===== src/rtl/alu_pkg.sv =====
// Shared ALU writeback definitions: flag bit positions, op codes, writeback entry payload.
package alu_pkg;

  localparam int unsigned ALU_WIDTH  = 32;
  localparam int unsigned ALU_ADDR_W = 4;

  localparam int unsigned FLAG_N = 0;
  localparam int unsigned FLAG_C = 1;
  localparam int unsigned FLAG_Z = 2;
  localparam int unsigned FLAG_V = 3;

  localparam logic [3:0] OP_ADD = 4'd0;
  localparam logic [3:0] OP_SUB = 4'd1;
  localparam logic [3:0] OP_AND = 4'd2;
  localparam logic [3:0] OP_OR  = 4'd3;
  localparam logic [3:0] OP_XOR = 4'd4;
  localparam logic [3:0] OP_SLL = 4'd5;
  localparam logic [3:0] OP_SRL = 4'd6;
  localparam logic [3:0] OP_SRA = 4'd7;
  localparam logic [3:0] OP_MOV = 4'd8;

  localparam logic [3:0] ALU_OP_MAX = OP_MOV;

  typedef struct packed {
    logic [ALU_WIDTH-1:0]  result;
    logic [ALU_ADDR_W-1:0] rd;
  } wb_entry_t;

  function automatic logic is_legal_op(input logic [3:0] op);
    return (op <= ALU_OP_MAX);
  endfunction

endpackage


===== src/rtl/wb_skid_buffer.sv =====
// Generic 2-entry valid/ready skid buffer; both handshake outputs come straight from flops.
module wb_skid_buffer #(
  parameter int unsigned DATA_W = 36
) (
  input  logic              clk,
  input  logic              rst_n,
  input  logic              i_valid,
  output logic              o_ready,
  input  logic [DATA_W-1:0] i_data,
  output logic              o_valid,
  input  logic              i_ready,
  output logic [DATA_W-1:0] o_data
);

  localparam logic [1:0] ST_EMPTY = 2'd0;
  localparam logic [1:0] ST_ONE   = 2'd1;
  localparam logic [1:0] ST_FULL  = 2'd2;

  logic [1:0]        r_state;
  logic [1:0]        w_state_nxt;
  logic              r_valid;
  logic              r_ready;
  logic [DATA_W-1:0] r_head;
  logic [DATA_W-1:0] r_tail;

  logic w_push;
  logic w_pop;
  logic w_head_from_in;
  logic w_head_from_tail;
  logic w_tail_load;

  assign w_push = i_valid & r_ready;
  assign w_pop  = r_valid & i_ready;

  // Next state and register-load selects
  always_comb begin
    w_state_nxt      = r_state;
    w_head_from_in   = 1'b0;
    w_head_from_tail = 1'b0;
    w_tail_load      = 1'b0;
    case (r_state)
      ST_EMPTY: begin
        if (w_push) begin
          w_state_nxt    = ST_ONE;
          w_head_from_in = 1'b1;
        end
      end
      ST_ONE: begin
        if (w_push && w_pop) begin
          w_head_from_in = 1'b1;
        end else if (w_push) begin
          w_state_nxt = ST_FULL;
          w_tail_load = 1'b1;
        end else if (w_pop) begin
          w_state_nxt = ST_EMPTY;
        end
      end
      ST_FULL: begin
        if (w_pop) begin
          w_state_nxt      = ST_ONE;
          w_head_from_tail = 1'b1;
        end
      end
      default: w_state_nxt = ST_EMPTY;
    endcase
  end

  always_ff @(posedge clk or negedge rst_n) begin
    if (!rst_n) begin
      r_state <= ST_EMPTY;
      r_valid <= 1'b0;
      r_ready <= 1'b1;
      r_head  <= '0;
      r_tail  <= '0;
    end else begin
      r_state <= w_state_nxt;
      r_valid <= (w_state_nxt != ST_EMPTY);
      r_ready <= (w_state_nxt != ST_FULL);
      if (w_head_from_in) begin
        r_head <= i_data;
      end else if (w_head_from_tail) begin
        r_head <= r_tail;
      end
      if (w_tail_load) begin
        r_tail <= i_data;
      end
    end
  end

  assign o_ready = r_ready;
  assign o_valid = r_valid;
  assign o_data  = r_head;

endmodule


===== src/rtl/alu_writeback.sv =====
// ALU writeback stage: NZCV commit, illegal-op screening and skid-buffered register-file write.
// Optional sticky overflow flag enabled by defining ALU_STICKY_OVF_EN.
module alu_writeback
  import alu_pkg::*;
#(
  parameter int unsigned WIDTH  = ALU_WIDTH,
  parameter int unsigned ADDR_W = ALU_ADDR_W,
  parameter int unsigned CNT_W  = 8
) (
  input  logic              clk,
  input  logic              rst_n,
  input  logic              in_valid,
  output logic              in_ready,
  input  logic [WIDTH-1:0]  in_result,
  input  logic [3:0]        in_flags,
  input  logic [3:0]        in_op,
  input  logic [ADDR_W-1:0] in_rd,
  input  logic              in_set_flags,
  output logic              wb_valid,
  input  logic              wb_ready,
  output logic [WIDTH-1:0]  wb_data,
  output logic [ADDR_W-1:0] wb_addr,
  output logic [3:0]        status_flags,
  output logic              err_illegal,
  output logic [CNT_W-1:0]  illegal_cnt
`ifdef ALU_STICKY_OVF_EN
  ,
  input  logic              clr_sticky,
  output logic              sticky_v
`endif
);

  localparam int unsigned ENTRY_W = $bits(wb_entry_t);

  wb_entry_t        w_in_entry;
  wb_entry_t        w_head;
  logic [ENTRY_W-1:0] w_head_bits;
  logic             w_in_ready;
  logic             w_legal;
  logic             w_accept;
  logic             w_accept_legal;
  logic             w_accept_illegal;

  logic [3:0]       r_status;
  logic             r_err;
  logic [CNT_W-1:0] r_cnt;

  assign w_legal          = is_legal_op(in_op);
  assign w_accept         = in_valid & w_in_ready;
  assign w_accept_legal   = w_accept & w_legal;
  assign w_accept_illegal = w_accept & ~w_legal;

  // Payload widths are fixed by the package; WIDTH/ADDR_W are expected to match them
  assign w_in_entry.result = ALU_WIDTH'(in_result);
  assign w_in_entry.rd     = ALU_ADDR_W'(in_rd);

  wb_skid_buffer #(
    .DATA_W (ENTRY_W)
  ) u_skid (
    .clk     (clk),
    .rst_n   (rst_n),
    .i_valid (in_valid & w_legal),
    .o_ready (w_in_ready),
    .i_data  (w_in_entry),
    .o_valid (wb_valid),
    .i_ready (wb_ready),
    .o_data  (w_head_bits)
  );

  assign w_head   = wb_entry_t'(w_head_bits);
  assign wb_data  = WIDTH'(w_head.result);
  assign wb_addr  = ADDR_W'(w_head.rd);
  assign in_ready = w_in_ready;

  // Flags commit in acceptance order; illegal ops are counted but never enqueued
  always_ff @(posedge clk or negedge rst_n) begin
    if (!rst_n) begin
      r_status <= 4'b0000;
      r_err    <= 1'b0;
      r_cnt    <= '0;
    end else begin
      r_err <= w_accept_illegal;
      if (w_accept_legal && in_set_flags) begin
        r_status <= in_flags;
      end
      if (w_accept_illegal && (r_cnt != {CNT_W{1'b1}})) begin
        r_cnt <= r_cnt + CNT_W'(1);
      end
    end
  end

  assign status_flags = r_status;
  assign err_illegal  = r_err;
  assign illegal_cnt  = r_cnt;

`ifdef ALU_STICKY_OVF_EN
  logic r_sticky;

  // Set has priority over clear in the same cycle
  always_ff @(posedge clk or negedge rst_n) begin
    if (!rst_n) begin
      r_sticky <= 1'b0;
    end else if (w_accept_legal && in_set_flags && in_flags[FLAG_V]) begin
      r_sticky <= 1'b1;
    end else if (clr_sticky) begin
      r_sticky <= 1'b0;
    end
  end

  assign sticky_v = r_sticky;
`endif

endmodule


===== config.mk =====
export PLATFORM = sky130hd
export DESIGN_NAME = alu_writeback
export DESIGN_NICKNAME = d
export VERILOG_FILES = /design/src/rtl/alu_pkg.sv /design/src/rtl/wb_skid_buffer.sv /design/src/rtl/alu_writeback.sv
export SDC_FILE = /design/constraint.sdc
export NUM_CORES = 1
export LEC_CHECK = 0
export BUFFER_PORTS_ARGS = -buffer_cell sky130_fd_sc_hd__buf_2
export CORE_MARGIN = 2
export CORE_UTILIZATION = 56
export CTS_CLUSTER_DIAMETER = 120
export DETAILED_ROUTE_END_ITERATION = 10
export HOLD_SLACK_MARGIN = 0.12
export PLACE_DENSITY = 0.84
export SLEW_MARGIN = 20
export SYNTH_ARGS = -nofsm -noshare
export SYNTH_HDL_FRONTEND = slang
export SYNTH_HIERARCHICAL = 1
export SYNTH_SLANG_ARGS = --single-unit

===== constraint.sdc =====
create_clock -name clk -period 5.1 [get_ports clk]
set_clock_uncertainty 0.2 [all_clocks]
set_input_delay 0.255 -clock clk [delete_from_list [all_inputs] [get_ports clk]]
set_output_delay 0.255 -clock clk [all_outputs]
set_load 0.03 [all_outputs]

# --- Yosys cells after proc, flatten, opt, wreduce, memory -nomap -nowiden ---
# Index checks and enable logic that the tools add are counted.
word_totals:
  wordCells: 42
  inputBits: 49
  register_bits: 89
op_classes:
  n_eq_ne: 4
  n_lt_le_gt_ge: 1
  n_mux: 15
  bitwise: 7
  addsub: 1
  reduce_logical: 6
op_table:
  columns: ["op", "n"]
  rows:
  - ["$mux 36", 2]
  - ["$mux 2", 5]
  - ["$add 8x1->8 const B", 1]
  - ["$ne 8x8->1 const B", 1]
  - ["$and 1x1->1", 6]
  - ["$mux 1", 6]
  - ["$pmux 2 s3", 1]
  - ["$le 4x4->1 const B", 1]
  - ["$reduce_bool 2->1", 2]
  - ["$logic_and 1x1->1", 3]
  - ["$eq 2x1->1 const B", 1]
  - ["$eq 2x2->1 const B", 1]
  - ["$logic_not 2->1", 1]
  - ["$ne 2x2->1 const B", 1]
  - ["$pmux 1 s2", 1]
  - ["$not 1->1", 1]

# --- Depth between registers and ports, before layout ---
# Gate-level depths: netlist of run 1.
depth:
  ltp_word: 7
  depth_mapped: 8
  depth_no_buf: 6

# --- Modules after synthesis ---
# The synthesis of run 1 kept the hierarchy.
modules_own_cells:
  columns: ["mod", "cells_each", "instances", "area_per_inst_um2", "seq_area_each_um2"]
  rows:
  - ["wb_skid_buffer", 218, 1, 3143.0, 1903.1]
  - ["alu_writeback", 52, 1, 625.6, 325.3]

# --- Least setup slack after synthesis of run 1 ---
# OpenSTA, ideal clock, no wires.
synth_timing:
  kind: "input port to flip-flop"
  startpoint: "input port in_op[0]"
  endpoint: "register u_skid.r_tail[17]"
  path_buffers: 2
  setup_ns: 0.127
  cell_stages: 8
  setup_slack_ns: 2.977
  arrival_ns: 1.796
  cell_sequence: "or3_1 > nand2_1 > and2_2 > and3b_2 > nand3_1 > buf_2 > buf_6 > mux2_1"
synth_via:
  elab_chain_cells: 6
synth_lines:
  columns: ["item", "line_no", "rtl"]
  rows:
  - ["start, declared", "alu_writeback.sv:16", "input logic [3:0] in_op,"]
  - ["$le 4x4->1 (*)", "alu_pkg.sv:30", "return (op <= ALU_OP_MAX);"]
  - ["$and 1x1->1 (*)", "alu_writeback.sv:62", ".i_valid (in_valid & w_legal),"]
  - ["$and 1x1->1 (*)", "wb_skid_buffer.sv:32", "assign w_push = i_valid & r_ready;"]
  - ["$mux 1 / $logic_and 1x1->1 (equally long branches)", "wb_skid_buffer.sv:51, wb_skid_buffer.sv:49", null]
  - ["$mux 1 (*)", "wb_skid_buffer.sv:49", "if (w_push && w_pop) begin"]
  - ["$mux 1 (*)", "wb_skid_buffer.sv:41", "case (r_state)"]
  - ["end signal, assigned", "wb_skid_buffer.sv:85", "r_tail <= i_data;"]
  - ["end, declared", "wb_skid_buffer.sv:24", "logic [DATA_W-1:0] r_tail;"]
# Mark *: on every way between the ends. The rest lies on a longest branch, timed or not.
# A chain may end at the register's enable or synchronous reset.

# --- Final worst setup path of run 1 ---
layout_timing:
  startpoint: "input port wb_ready"
  endpoint: "register u_skid.r_head[25], in the netlist u_skid/o_data[25]"
layout_via:
  elab_chain_cells: 5
layout_lines:
  columns: ["item", "line_no", "rtl"]
  rows:
  - ["start, declared", "alu_writeback.sv:20", "input logic wb_ready,"]
  - ["$and 1x1->1 (*)", "wb_skid_buffer.sv:33", "assign w_pop = r_valid & i_ready;"]
  - ["$logic_and 1x1->1", "wb_skid_buffer.sv:49", null]
  - ["$mux 1", "wb_skid_buffer.sv:49", null]
  - ["$pmux 1 s2", "wb_skid_buffer.sv:41", null]
  - ["$mux 36 / $reduce_bool 2->1 (equally long branches)", null, null]
  - ["end signal, assigned", "wb_skid_buffer.sv:80", "r_head <= i_data;"]
  - ["end signal, assigned", "wb_skid_buffer.sv:82", "r_head <= r_tail;"]
  - ["end, declared", "wb_skid_buffer.sv:23", "logic [DATA_W-1:0] r_head;"]
# Marked as above.

==> results of run 1 <==
placed cells by master (no fill, tap or decap), types with 2 or more instances in the layout:
cell,Yosys,final
sky130_fd_sc_hd__buf_2,6,98
sky130_fd_sc_hd__dfrtp_1,88,88
sky130_fd_sc_hd__dlygate4sd3_1,0,42
sky130_fd_sc_hd__and2_1,39,39
sky130_fd_sc_hd__a221o_1,36,36
sky130_fd_sc_hd__mux2_2,26,26
sky130_fd_sc_hd__mux2_1,18,18
sky130_fd_sc_hd__clkbuf_8,0,10
sky130_fd_sc_hd__nand2_1,7,7
sky130_fd_sc_hd__nand3_1,5,4
sky130_fd_sc_hd__inv_1,2,2
sky130_fd_sc_hd__nor2_1,2,2
sky130_fd_sc_hd__and4_1,2,2
sky130_fd_sc_hd__nor3_1,2,2
sky130_fd_sc_hd__a211oi_4,2,2
sky130_fd_sc_hd__xnor2_1,2,2
sky130_fd_sc_hd__nand4_1,2,2
sky130_fd_sc_hd__a21oi_1,2,2
sky130_fd_sc_hd__clkbuf_1,3,2
sky130_fd_sc_hd__clkinv_2,0,2
sky130_fd_sc_hd__o21ai_0,2,2
sky130_fd_sc_hd__buf_4,0,2
metrics by stage:
stage                     setup slack (ns)  std cells    util  hold slack, ns
final                                2.482        490  0.7571          0.1978
after global routing                 2.337        490  0.7571          0.2008
after CTS                            2.247        490  0.7563          0.1765
after detailed placement             2.119        433  0.6655          0.2726
after global placement               2.187        433  0.6655          0.2647
after floorplan                      2.977        270       -         -0.2406
flip-flops by register name (all words and copies together) (netlist names):
signal	cells
u_skid/o_data	36
u_skid/o_ready	1
status_flags	4
u_skid/o_valid	1
u_skid/r_tail	36
u_skid/r_state	2
illegal_cnt	8
err_illegal	1
logic make-up (layout without fill, tap and decap cells):
kind of cell	Yosys count	count (layout)	share of synthesized area
AO/OA/AOI/OAI	45	45	0.1182
XOR/XNOR	3	3	0.006973
adder cells (fa/ha/maj)	1	1	0.003320
buffers and inverters	17	160	0.03088
flip-flops	89	89	0.5913
multiplexers	45	45	0.1341
AND/OR/NAND/NOR	70	70	0.1152
worst paths after layout:
kind,slack [ns],to,startpoint
worst min-delay path,0.20,illegal_cnt[0],in_op[3]
worst max register to register,2.53,u_skid/r_tail[29],u_skid/o_ready
worst min register to register,0.29,u_skid/r_tail[24],u_skid/r_tail[24]
worst max-delay path,2.48,u_skid/o_data[25],wb_ready
max in group asynchronous,3.83,u_skid/o_data[8],rst_n
min in group asynchronous,0.32,illegal_cnt[6],rst_n
per-layer routing:
| layer | share of wire | wire length, um | track usage | vias up |
|---|---|---|---|---|
| met5 | 0 | 0 | 0 | - |
| met4 | 0.019 | 154 | 0.09812 | 0 |
| met3 | 0.042 | 341 | 0.03657 | 14 |
| met2 | 0.50 | 4067 | 0.3735 | 81 |
| met1 | 0.43 | 3504 | 0.2972 | 1351 |
| li1 | - | - | - | 1272 |
layout make-up:
type | instances | share of cell area
sequential | 89 | 0.4583
multi-input combinational | 164 | 0.2941
timing repair buffer | 143 | 0.1927
clock buffer | 12 | 0.02985
tap | 77 | 0.01981
clock inverter | 3 | 0.003603
inverter | 2 | 0.001544
critical path: cells and delay by family:
kind	cells	cell delay (ns)
buffers and inverters	3	1.06
and+or+nand+nor	1	0.43
AOI/OAI and AO/OA	2	0.94
power by group through the flow:
stage	combinational (mW)	sequential, mW	clock [mW]
detailed placement	1.13	1.23	0
global route	1.23	1.26	0.451
floorplan	0.504	1.54	0
CTS	1.16	1.22	0.428
finish	1.16	1.22	0.413
global placement	1.10	1.21	0
==> flow_summary.html, run 1 <==
<table>
<tr><th>Metric</th><th>Value</th></tr>
<tr><th colspan="2">STA</th></tr>
<tr><td>Normalized max-slew margin</td><td>0.3600</td></tr>
<tr><td>Post-route setup TNS</td><td>0 ns</td></tr>
<tr><td>Maximum clock frequency</td><td>approximately 380 MHz</td></tr>
<tr><td>Setup Viol. Count Final</td><td>0</td></tr>
<tr><td>Shortest clock period the worst path allows after layout</td><td>between 2 and 3 ns</td></tr>
<tr><td>Unrepaired setup endpoints after global routing</td><td>false</td></tr>
<tr><td>Final worst-path cycle share</td><td>0.5132</td></tr>
<tr><td>Final slew viol count</td><td>0</td></tr>
<tr><td>Worst-Margin Slew</td><td>between 0.9 and 1 ns</td></tr>
<tr><td>Number of hold-slack violations in the final timing report</td><td>0</td></tr>
<tr><th colspan="2">Drt</th></tr>
<tr><td>Remaining routing DRC violations</td><td>0</td></tr>
<tr><td>Initial drt markers</td><td>around 150</td></tr>
<tr><td>Average wire per cell in the routed design</td><td>around 16 um</td></tr>
<tr><td>Ratio of routed vias to standard cells</td><td>around 5.5</td></tr>
<tr><td>Total wire length</td><td>slightly above 8 mm</td></tr>
<tr><td>Routed via count</td><td>approximately 2,700</td></tr>
<tr><td>Number of search-and-repair iterations in the first detailed-routing pass</td><td>4</td></tr>
<tr><td>Antenna Nets Post-Route</td><td>0</td></tr>
<tr><th colspan="2">Critical path</th></tr>
<tr><td>Type of the worst setup path</td><td>in2reg</td></tr>
<tr><td>Critical Path Start Type</td><td>primary input</td></tr>
<tr><td>Cell Chain, Critical Path</td><td>dlygate4sd3_1, buf_2, and4b_2, a211oi_4, buf_4, a221o_1</td></tr>
<tr><td>Capturing element type of the critical path</td><td>register</td></tr>
<tr><td>Largest fanout on the critical path</td><td>37</td></tr>
<tr><td>Number of cells on the worst reg-to-reg path</td><td>3</td></tr>
<tr><td>Slowest CP cell</td><td>sky130_fd_sc_hd__a211oi_4</td></tr>
<tr><td>Data arrival time of the critical path</td><td>~2.7 ns</td></tr>
<tr><td>Required @ worst endpoint</td><td>between 5 and 6 ns</td></tr>
<tr><td>CP max stage delay</td><td>between 0.7 and 0.8 ns</td></tr>
<tr><th colspan="2">Layout</th></tr>
<tr><td>Antenna diodes</td><td>0</td></tr>
<tr><td>Final #Nets</td><td>between 400 and 500</td></tr>
<tr><td>Filler instances</td><td>428</td></tr>
<tr><td>Area added between synthesis and finish</td><td>29.02%</td></tr>
<tr><td>Multi-input combinational cell area</td><td>roughly 1400 um^2</td></tr>
<tr><td>Register area</td><td>~2200 um^2</td></tr>
<tr><td>Final instance area</td><td>between 4000 and 5000 um^2</td></tr>
<tr><td>Share of cells above drive strength 1</td><td>0.3680</td></tr>
<tr><th colspan="2">Pwr</th></tr>
<tr><td>Power per cell area</td><td>around 570 nW/um^2</td></tr>
<tr><td>Power consumption</td><td>2.793 mW</td></tr>
<tr><td>Maximum vdd ir drop</td><td>~0.00052 V</td></tr>
<tr><td>Proportion of power drawn by combinational gates</td><td>0.414</td></tr>
<tr><td>Switching pwr</td><td>approximately 1.1 mW</td></tr>
<tr><td>Clock power frac</td><td>0.148</td></tr>
<tr><td>Sequential group share of total power</td><td>0.438</td></tr>
<tr><td>Fraction of power spent switching nets</td><td>0.3911</td></tr>
<tr><td>P_leak</td><td>between 2 and 2.5 nW</td></tr>
<tr><td>Cell internal power dissipation</td><td>~1.7 mW</td></tr>
<tr><th colspan="2">Clock tree</th></tr>
<tr><td>Clock transition at path regs</td><td>around 0.080 ns</td></tr>
<tr><td>Total setup buffers inserted after CTS</td><td>0</td></tr>
<tr><td>H-tree level count</td><td>3</td></tr>
<tr><td>Number of gates resized after cts</td><td>0</td></tr>
<tr><td>Inserted Clock Buffers</td><td>9</td></tr>
<tr><td>CTS tree</td><td>built</td></tr>
<tr><td>Clock latency of the later-clocked register in the worst-skew pair</td><td>~0.33 ns</td></tr>
<tr><td>Clock Root Buffer</td><td>sky130_fd_sc_hd__clkbuf_8</td></tr>
<tr><td>Sink Count</td><td>between 80 and 90</td></tr>
<tr><td>Longest Clk Path Bufs</td><td>2</td></tr>
<tr><td>Post-CTS Hold Buffers</td><td>42</td></tr>
<tr><th colspan="2">Synthesis</th></tr>
<tr><td>Mapped Cells</td><td>270</td></tr>
<tr><td>Cell area after technology mapping</td><td>roughly 3800 um^2</td></tr>
<tr><td>Mapped Nets</td><td>320</td></tr>
<tr><td>Cell taking the most area after synthesis</td><td>sky130_fd_sc_hd__dfrtp_1</td></tr>
<tr><td>Fraction of registers with async set or reset after synthesis</td><td>1.000</td></tr>
<tr><td>Top_reg_cell synth</td><td>sky130_fd_sc_hd__dfrtp_1</td></tr>
<tr><td>Area share of the leading cell type in the synthesized netlist</td><td>0.5843</td></tr>
<tr><td>Most frequent cell after synthesis</td><td>sky130_fd_sc_hd__dfrtp_1</td></tr>
<tr><td>FF+latch count, synth</td><td>just under 90</td></tr>
<tr><td>Yosys Warn Count</td><td>6</td></tr>
<tr><td>Number of enable flip-flop cells after synthesis</td><td>0</td></tr>
<tr><td>Post-Syn Area per Cell</td><td>roughly 14 um^2</td></tr>
<tr><td>Cells taking the most area after synthesis</td><td>sky130_fd_sc_hd__dfrtp_1 58%, sky130_fd_sc_hd__a221o_1 9.6%, sky130_fd_sc_hd__mux2_2 7.8%</td></tr>
<tr><td>Share of synthesized area occupied by flip-flops and latches</td><td>0.5913</td></tr>
<tr><td>Commonest cells in the synthesized netlist</td><td>88 x sky130_fd_sc_hd__dfrtp_1, 39 x sky130_fd_sc_hd__and2_1, 36 x sky130_fd_sc_hd__a221o_1</td></tr>
<tr><td>Post-synthesis cell type count</td><td>37</td></tr>
<tr><th colspan="2">Die</th></tr>
<tr><td>Core footprint</td><td>~6400 um^2</td></tr>
<tr><td>Die Span X</td><td>86.04 um</td></tr>
<tr><td>Starting density of the core</td><td>0.5868</td></tr>
<tr><td>Die area</td><td>7402 um^2</td></tr>
<tr><td>Chip Height</td><td>roughly 86 um</td></tr>
<tr><td>Cell row count</td><td>29</td></tr>
<tr><td>Total I/O pin count</td><td>100</td></tr>
<tr><th colspan="2">Min path</th></tr>
<tr><td>Cell depth of the worst min-delay path</td><td>4</td></tr>
<tr><td>Worst hold path class</td><td>in2reg</td></tr>
<tr><th colspan="2">Place</th></tr>
<tr><td>Total cell area at the placement stage</td><td>about 4300 um^2</td></tr>
<tr><td>Gpl congestion</td><td>0.7841</td></tr>
<tr><td>Detailed-placement wirelength estimate</td><td>roughly 5.0 mm</td></tr>
<tr><td>Port Buf Inserts</td><td>99</td></tr>
<tr><th colspan="2">Global routing</th></tr>
<tr><td>Number of antenna violations at the first check in global routing</td><td>0</td></tr>
<tr><td>Vias in the first global route</td><td>~2,800</td></tr>
<tr><td>Largest net degree at the start of global routing</td><td>90</td></tr>
<tr><td>Total routing resource utilization after global routing</td><td>0.2263</td></tr>
<tr><td>Wire length of the first global-routing pass</td><td>around 13 mm</td></tr>
<tr><td>Total grt overflow</td><td>0</td></tr>
<tr><th colspan="2">Run</th></tr>
<tr><td>Max_cap viols</td><td>0</td></tr>
<tr><th colspan="2">Status</th></tr>
<tr><td>Run status</td><td>finished clean</td></tr>
</table>
Power figures use the tool's default switching activity.
==> run 2: changes to the inputs <==
--- a/config.mk
+++ b/config.mk
@@ -7,11 +7,11 @@
 export LEC_CHECK = 0
 export BUFFER_PORTS_ARGS = -buffer_cell sky130_fd_sc_hd__buf_2
 export CORE_MARGIN = 2
-export CORE_UTILIZATION = 56
+export CORE_UTILIZATION = 52
 export CTS_CLUSTER_DIAMETER = 120
 export DETAILED_ROUTE_END_ITERATION = 10
 export HOLD_SLACK_MARGIN = 0.12
-export PLACE_DENSITY = 0.84
+export PLACE_DENSITY = 0.79
 export SLEW_MARGIN = 20
 export SYNTH_ARGS = -nofsm -noshare
 export SYNTH_HDL_FRONTEND = slang
==> constraint.sdc (replaced) <==
create_clock -name clk -period 2.5 [get_ports clk]
set_clock_uncertainty 0.2 [all_clocks]
set_input_delay 0.125 -clock clk [delete_from_list [all_inputs] [get_ports clk]]
set_output_delay 0.125 -clock clk [all_outputs]
set_load 0.03 [all_outputs]
==> flow_summary.html, run 2 (synthesized netlist as in run 1, its figures left out) <==
<table>
<tr><th>Metric</th><th>Value</th></tr>
<tr><th colspan="2">Clock tree</th></tr>
<tr><td>H-tree level count</td><td>3 (unchanged)</td></tr>
<tr><td>Clock latency of the later-clocked register in the worst-skew pair</td><td>0.34 ns (about the same)</td></tr>
<tr><td>Sink Count</td><td>89 (unchanged)</td></tr>
<tr><td>Longest Clk Path Bufs</td><td>2 (unchanged)</td></tr>
<tr><td>CTS tree</td><td>built</td></tr>
<tr><td>Inserted Clock Buffers</td><td>9 (unchanged)</td></tr>
<tr><td>Clock transition at path regs</td><td>0.09 ns (about the same)</td></tr>
<tr><td>Clock Root Buffer</td><td>sky130_fd_sc_hd__clkbuf_8</td></tr>
<tr><th colspan="2">Critical path</th></tr>
<tr><td>CP max stage delay</td><td>0.62 ns (-0.12 ns)</td></tr>
<tr><td>Capturing element type of the critical path</td><td>register</td></tr>
<tr><td>Largest fanout on the critical path</td><td>6 (-84%)</td></tr>
<tr><td>Data arrival time of the critical path</td><td>2.44 ns (-0.25 ns)</td></tr>
<tr><td>Slowest CP cell</td><td>sky130_fd_sc_hd__dlygate4sd3_1</td></tr>
<tr><td>Minimum setup slack among reg-to-reg paths</td><td>0.1 ns (-2.43 ns)</td></tr>
<tr><td>Worst r2r src</td><td>u_skid/o_ready</td></tr>
<tr><td>Critical R2R Capture</td><td>illegal_cnt[7]</td></tr>
<tr><td>Critical Path Start Type</td><td>register</td></tr>
<tr><td>Type of the worst setup path</td><td>reg2reg</td></tr>
<tr><td>Required @ worst endpoint</td><td>2.54 ns (-2.64 ns)</td></tr>
<tr><td>Number of cells on the worst reg-to-reg path</td><td>5 (+2)</td></tr>
<tr><td>Cell Chain, Critical Path</td><td>nand3_1, dlygate4sd3_1, or2b_2, nor2_1, mux2_2</td></tr>
<tr><th colspan="2">Global routing</th></tr>
<tr><td>Largest net degree at the start of global routing</td><td>49 (-46%)</td></tr>
<tr><td>Number of antenna violations at the first check in global routing</td><td>0 (unchanged)</td></tr>
<tr><td>Wire length of the first global-routing pass</td><td>13.17 mm (+0.80%)</td></tr>
<tr><td>Total routing resource utilization after global routing</td><td>0.2191 (-0.007210)</td></tr>
<tr><td>Vias in the first global route</td><td>2,771 (+0.25%)</td></tr>
<tr><td>Total grt overflow</td><td>0 (unchanged)</td></tr>
<tr><th colspan="2">Min path</th></tr>
<tr><td>End point of the worst hold path</td><td>illegal_cnt[0]</td></tr>
<tr><td>Worst hold path startpoint</td><td>in_op[2]</td></tr>
<tr><td>Worst hold path class</td><td>in2reg</td></tr>
<tr><td>Cell depth of the worst min-delay path</td><td>4 (unchanged)</td></tr>
<tr><th colspan="2">Layout</th></tr>
<tr><td>Commonest non-fill, non-tap cells in the layout</td><td>98 x sky130_fd_sc_hd__buf_2, 88 x sky130_fd_sc_hd__dfrtp_1, 49 x sky130_fd_sc_hd__dlygate4sd3_1, 39 x sky130_fd_sc_hd__and2_1, 36 x sky130_fd_sc_hd__a221o_1</td></tr>
<tr><td>Final #Nets</td><td>472 (+2.8%)</td></tr>
<tr><td>Final instance area</td><td>5100 um^2 (+4.9%)</td></tr>
<tr><td>Final Non-Filler Cells</td><td>526 (+7.3%)</td></tr>
<tr><td>Area added between synthesis and finish</td><td>35.33%</td></tr>
<tr><td>Share of cells above drive strength 1</td><td>0.3747 (+0.006669)</td></tr>
<tr><td>Antenna diodes</td><td>0 (unchanged)</td></tr>
<tr><td>Leading cell type in the layout, fill and taps excluded</td><td>sky130_fd_sc_hd__buf_2</td></tr>
<tr><th colspan="2">Run</th></tr>
<tr><td>Max_cap viols</td><td>0 (unchanged)</td></tr>
<tr><th colspan="2">Drt</th></tr>
<tr><td>Total wire length</td><td>8.319 mm (+3.1%)</td></tr>
<tr><td>Remaining routing DRC violations</td><td>0 (unchanged)</td></tr>
<tr><td>Initial drt markers</td><td>116 (-21%)</td></tr>
<tr><td>Routed via count</td><td>2,806 (+3.2%)</td></tr>
<tr><td>Number of search-and-repair iterations in the first detailed-routing pass</td><td>4 (unchanged)</td></tr>
<tr><td>Ratio of routed vias to standard cells</td><td>5.335 (-3.8%)</td></tr>
<tr><td>Antenna Nets Post-Route</td><td>0 (unchanged)</td></tr>
<tr><td>Average wire per cell in the routed design</td><td>15.82 um (-3.9%)</td></tr>
<tr><th colspan="2">STA</th></tr>
<tr><td>Post-route setup TNS</td><td>0 ns (unchanged)</td></tr>
<tr><td>Setup Viol. Count Final</td><td>0 (unchanged)</td></tr>
<tr><td>Final slew viol count</td><td>0 (unchanged)</td></tr>
<tr><td>Shortest clock period the worst path allows after layout</td><td>approximately 2.4 ns</td></tr>
<tr><td>Normalized max-slew margin</td><td>0.4424 (+0.08241)</td></tr>
<tr><td>Maximum clock frequency</td><td>416.3 MHz</td></tr>
<tr><td>Number of hold-slack violations in the final timing report</td><td>0 (unchanged)</td></tr>
<tr><td>Worst-Margin Slew</td><td>0.8337 ns (-0.1252 ns)</td></tr>
<tr><td>Final worst-path cycle share</td><td>0.9607</td></tr>
<tr><td>Unrepaired setup endpoints after global routing</td><td>false</td></tr>
<tr><th colspan="2">Place</th></tr>
<tr><td>Number of cells after detailed placement</td><td>460 (+6.2%)</td></tr>
<tr><td>Detailed-placement wirelength estimate</td><td>5.183 mm (+3.5%)</td></tr>
<tr><td>Gpl congestion</td><td>0.7734 (-1.4%)</td></tr>
<tr><td>Port Buf Inserts</td><td>99 (unchanged)</td></tr>
<tr><td>Total cell area at the placement stage</td><td>4352 um^2 (+1.8%)</td></tr>
<tr><th colspan="2">Die</th></tr>
<tr><td>Starting density of the core</td><td>0.5281 (-0.05874)</td></tr>
<tr><td>Chip Height</td><td>89.13 um (+3.6%)</td></tr>
<tr><td>Die Span X</td><td>89.13 um (+3.6%)</td></tr>
<tr><td>Die area</td><td>7944 um^2 (+7.3%)</td></tr>
<tr><td>Total I/O pin count</td><td>100 (unchanged)</td></tr>
<tr><td>Core footprint</td><td>7137 um^2 (+11%)</td></tr>
<tr><td>Cell row count</td><td>31 (+6.9%)</td></tr>
<tr><th colspan="2">Pwr</th></tr>
<tr><td>P_leak</td><td>2.458 nW (+4.4%)</td></tr>
<tr><td>Maximum vdd ir drop</td><td>0.0007470 V (+45%)</td></tr>
<tr><td>Power per cell area</td><td>1184 nW/um^2 (+110%)</td></tr>
<tr><th colspan="2">Status</th></tr>
<tr><td>Run status</td><td>finished clean</td></tr>
</table>
[run 2: changes by cell type in the layout (fill, tap and decap cells not counted), moves of 2 or more]
cell                            previous run  this run
sky130_fd_sc_hd__buf_12                    0         2
sky130_fd_sc_hd__bufinv_16                 0         2
sky130_fd_sc_hd__clkinv_2                  2         0
sky130_fd_sc_hd__buf_4                     2         7
sky130_fd_sc_hd__dlygate4sd3_1            42        49
sky130_fd_sc_hd__clkinv_4                  0         2
sky130_fd_sc_hd__clkbuf_1                  2         0
[run 2: worst max path at each step]
stage / startpoint / to / slack, ns / cells after the start
2_1_floorplan: in_op[0] / u_skid/r_tail[17] / 0.51 / 8
3_3_place_gp: in_op[0] / u_skid/o_data[34] / 0.10 / 8
3_5_place_dp: in_op[1] / u_skid/o_data[2] / 0.06 / 8
4_1_cts: u_skid/o_ready / illegal_cnt[7] / 0.13 / 5
5_1_grt: u_skid/o_ready / illegal_cnt[7] / 0.04 / 5
6_report: u_skid/o_ready / illegal_cnt[7] / 0.1 / 5
[run 2: routing by layer]
| layer | up-vias | global-route usage | part of all wire |
|---|---|---|---|
| met5 | - | 0 | 0 |
| met4 | 0 | 0.08412 | 0.013 |
| met3 | 13 | 0.03693 | 0.046 |
| met2 | 97 | 0.3663 | 0.51 |
| met1 | 1392 | 0.2876 | 0.43 |
| li1 | 1304 | - | - |
[run 2: area by class of cell]
| type | instances | area [um^2] |
|---|---|---|
| Clock buffer | 11 | 151.4 |
| Clock inverter | 5 | 86.33 |
| Fill cell | 534 | 2037 |
| Inverter | 2 | 7.507 |
| Multi-Input combinational cell | 164 | 1429 |
| Sequential cell | 89 | 2228 |
| Tap cell | 99 | 123.9 |
| Timing Repair Buffer | 156 | 1074 |
[run 2: worst max-delay path, delay by kind of cell, from the launching register on]
family	cells	cell delay (ns)
multiplexers	1	0.34
AND/OR/NAND/NOR	3	0.55
flip-flops	1	0.59
buffers and inverters	1	0.62
[run 2: power breakdown]
| part | switching [mW] | internal (mW) | leakage (nW) |
|---|---|---|---|
| combinational | 1.38 | 1.03 | 1.24 |
| clock | 0.496 | 0.625 | 0.120 |
| sequential | 0.394 | 2.11 | 1.10 |
[run 2: what timing repair did]
item	CTS	global route
endpoints found under the hold margin	171	0
setup buffers	0	0
resized for setup	0	0
hold buffers	50	0
[run 2: metrics by stage]
stage | util | setup WS, ns | power (mW) | hold WS (ns)
6_report | 0.7146 | 0.09813 | 6.039 | 0.1685
5_1_grt | 0.7146 | 0.03612 | 6.411 | 0.1936
4_1_cts | 0.7146 | 0.1341 | 6.062 | 0.1583
3_5_place_dp | 0.6097 | 0.06102 | 4.836 | -0.04931
3_3_place_gp | 0.6097 | 0.1018 | 4.735 | -0.05727
2_1_floorplan | - | 0.5069 | 4.162 | -0.3706
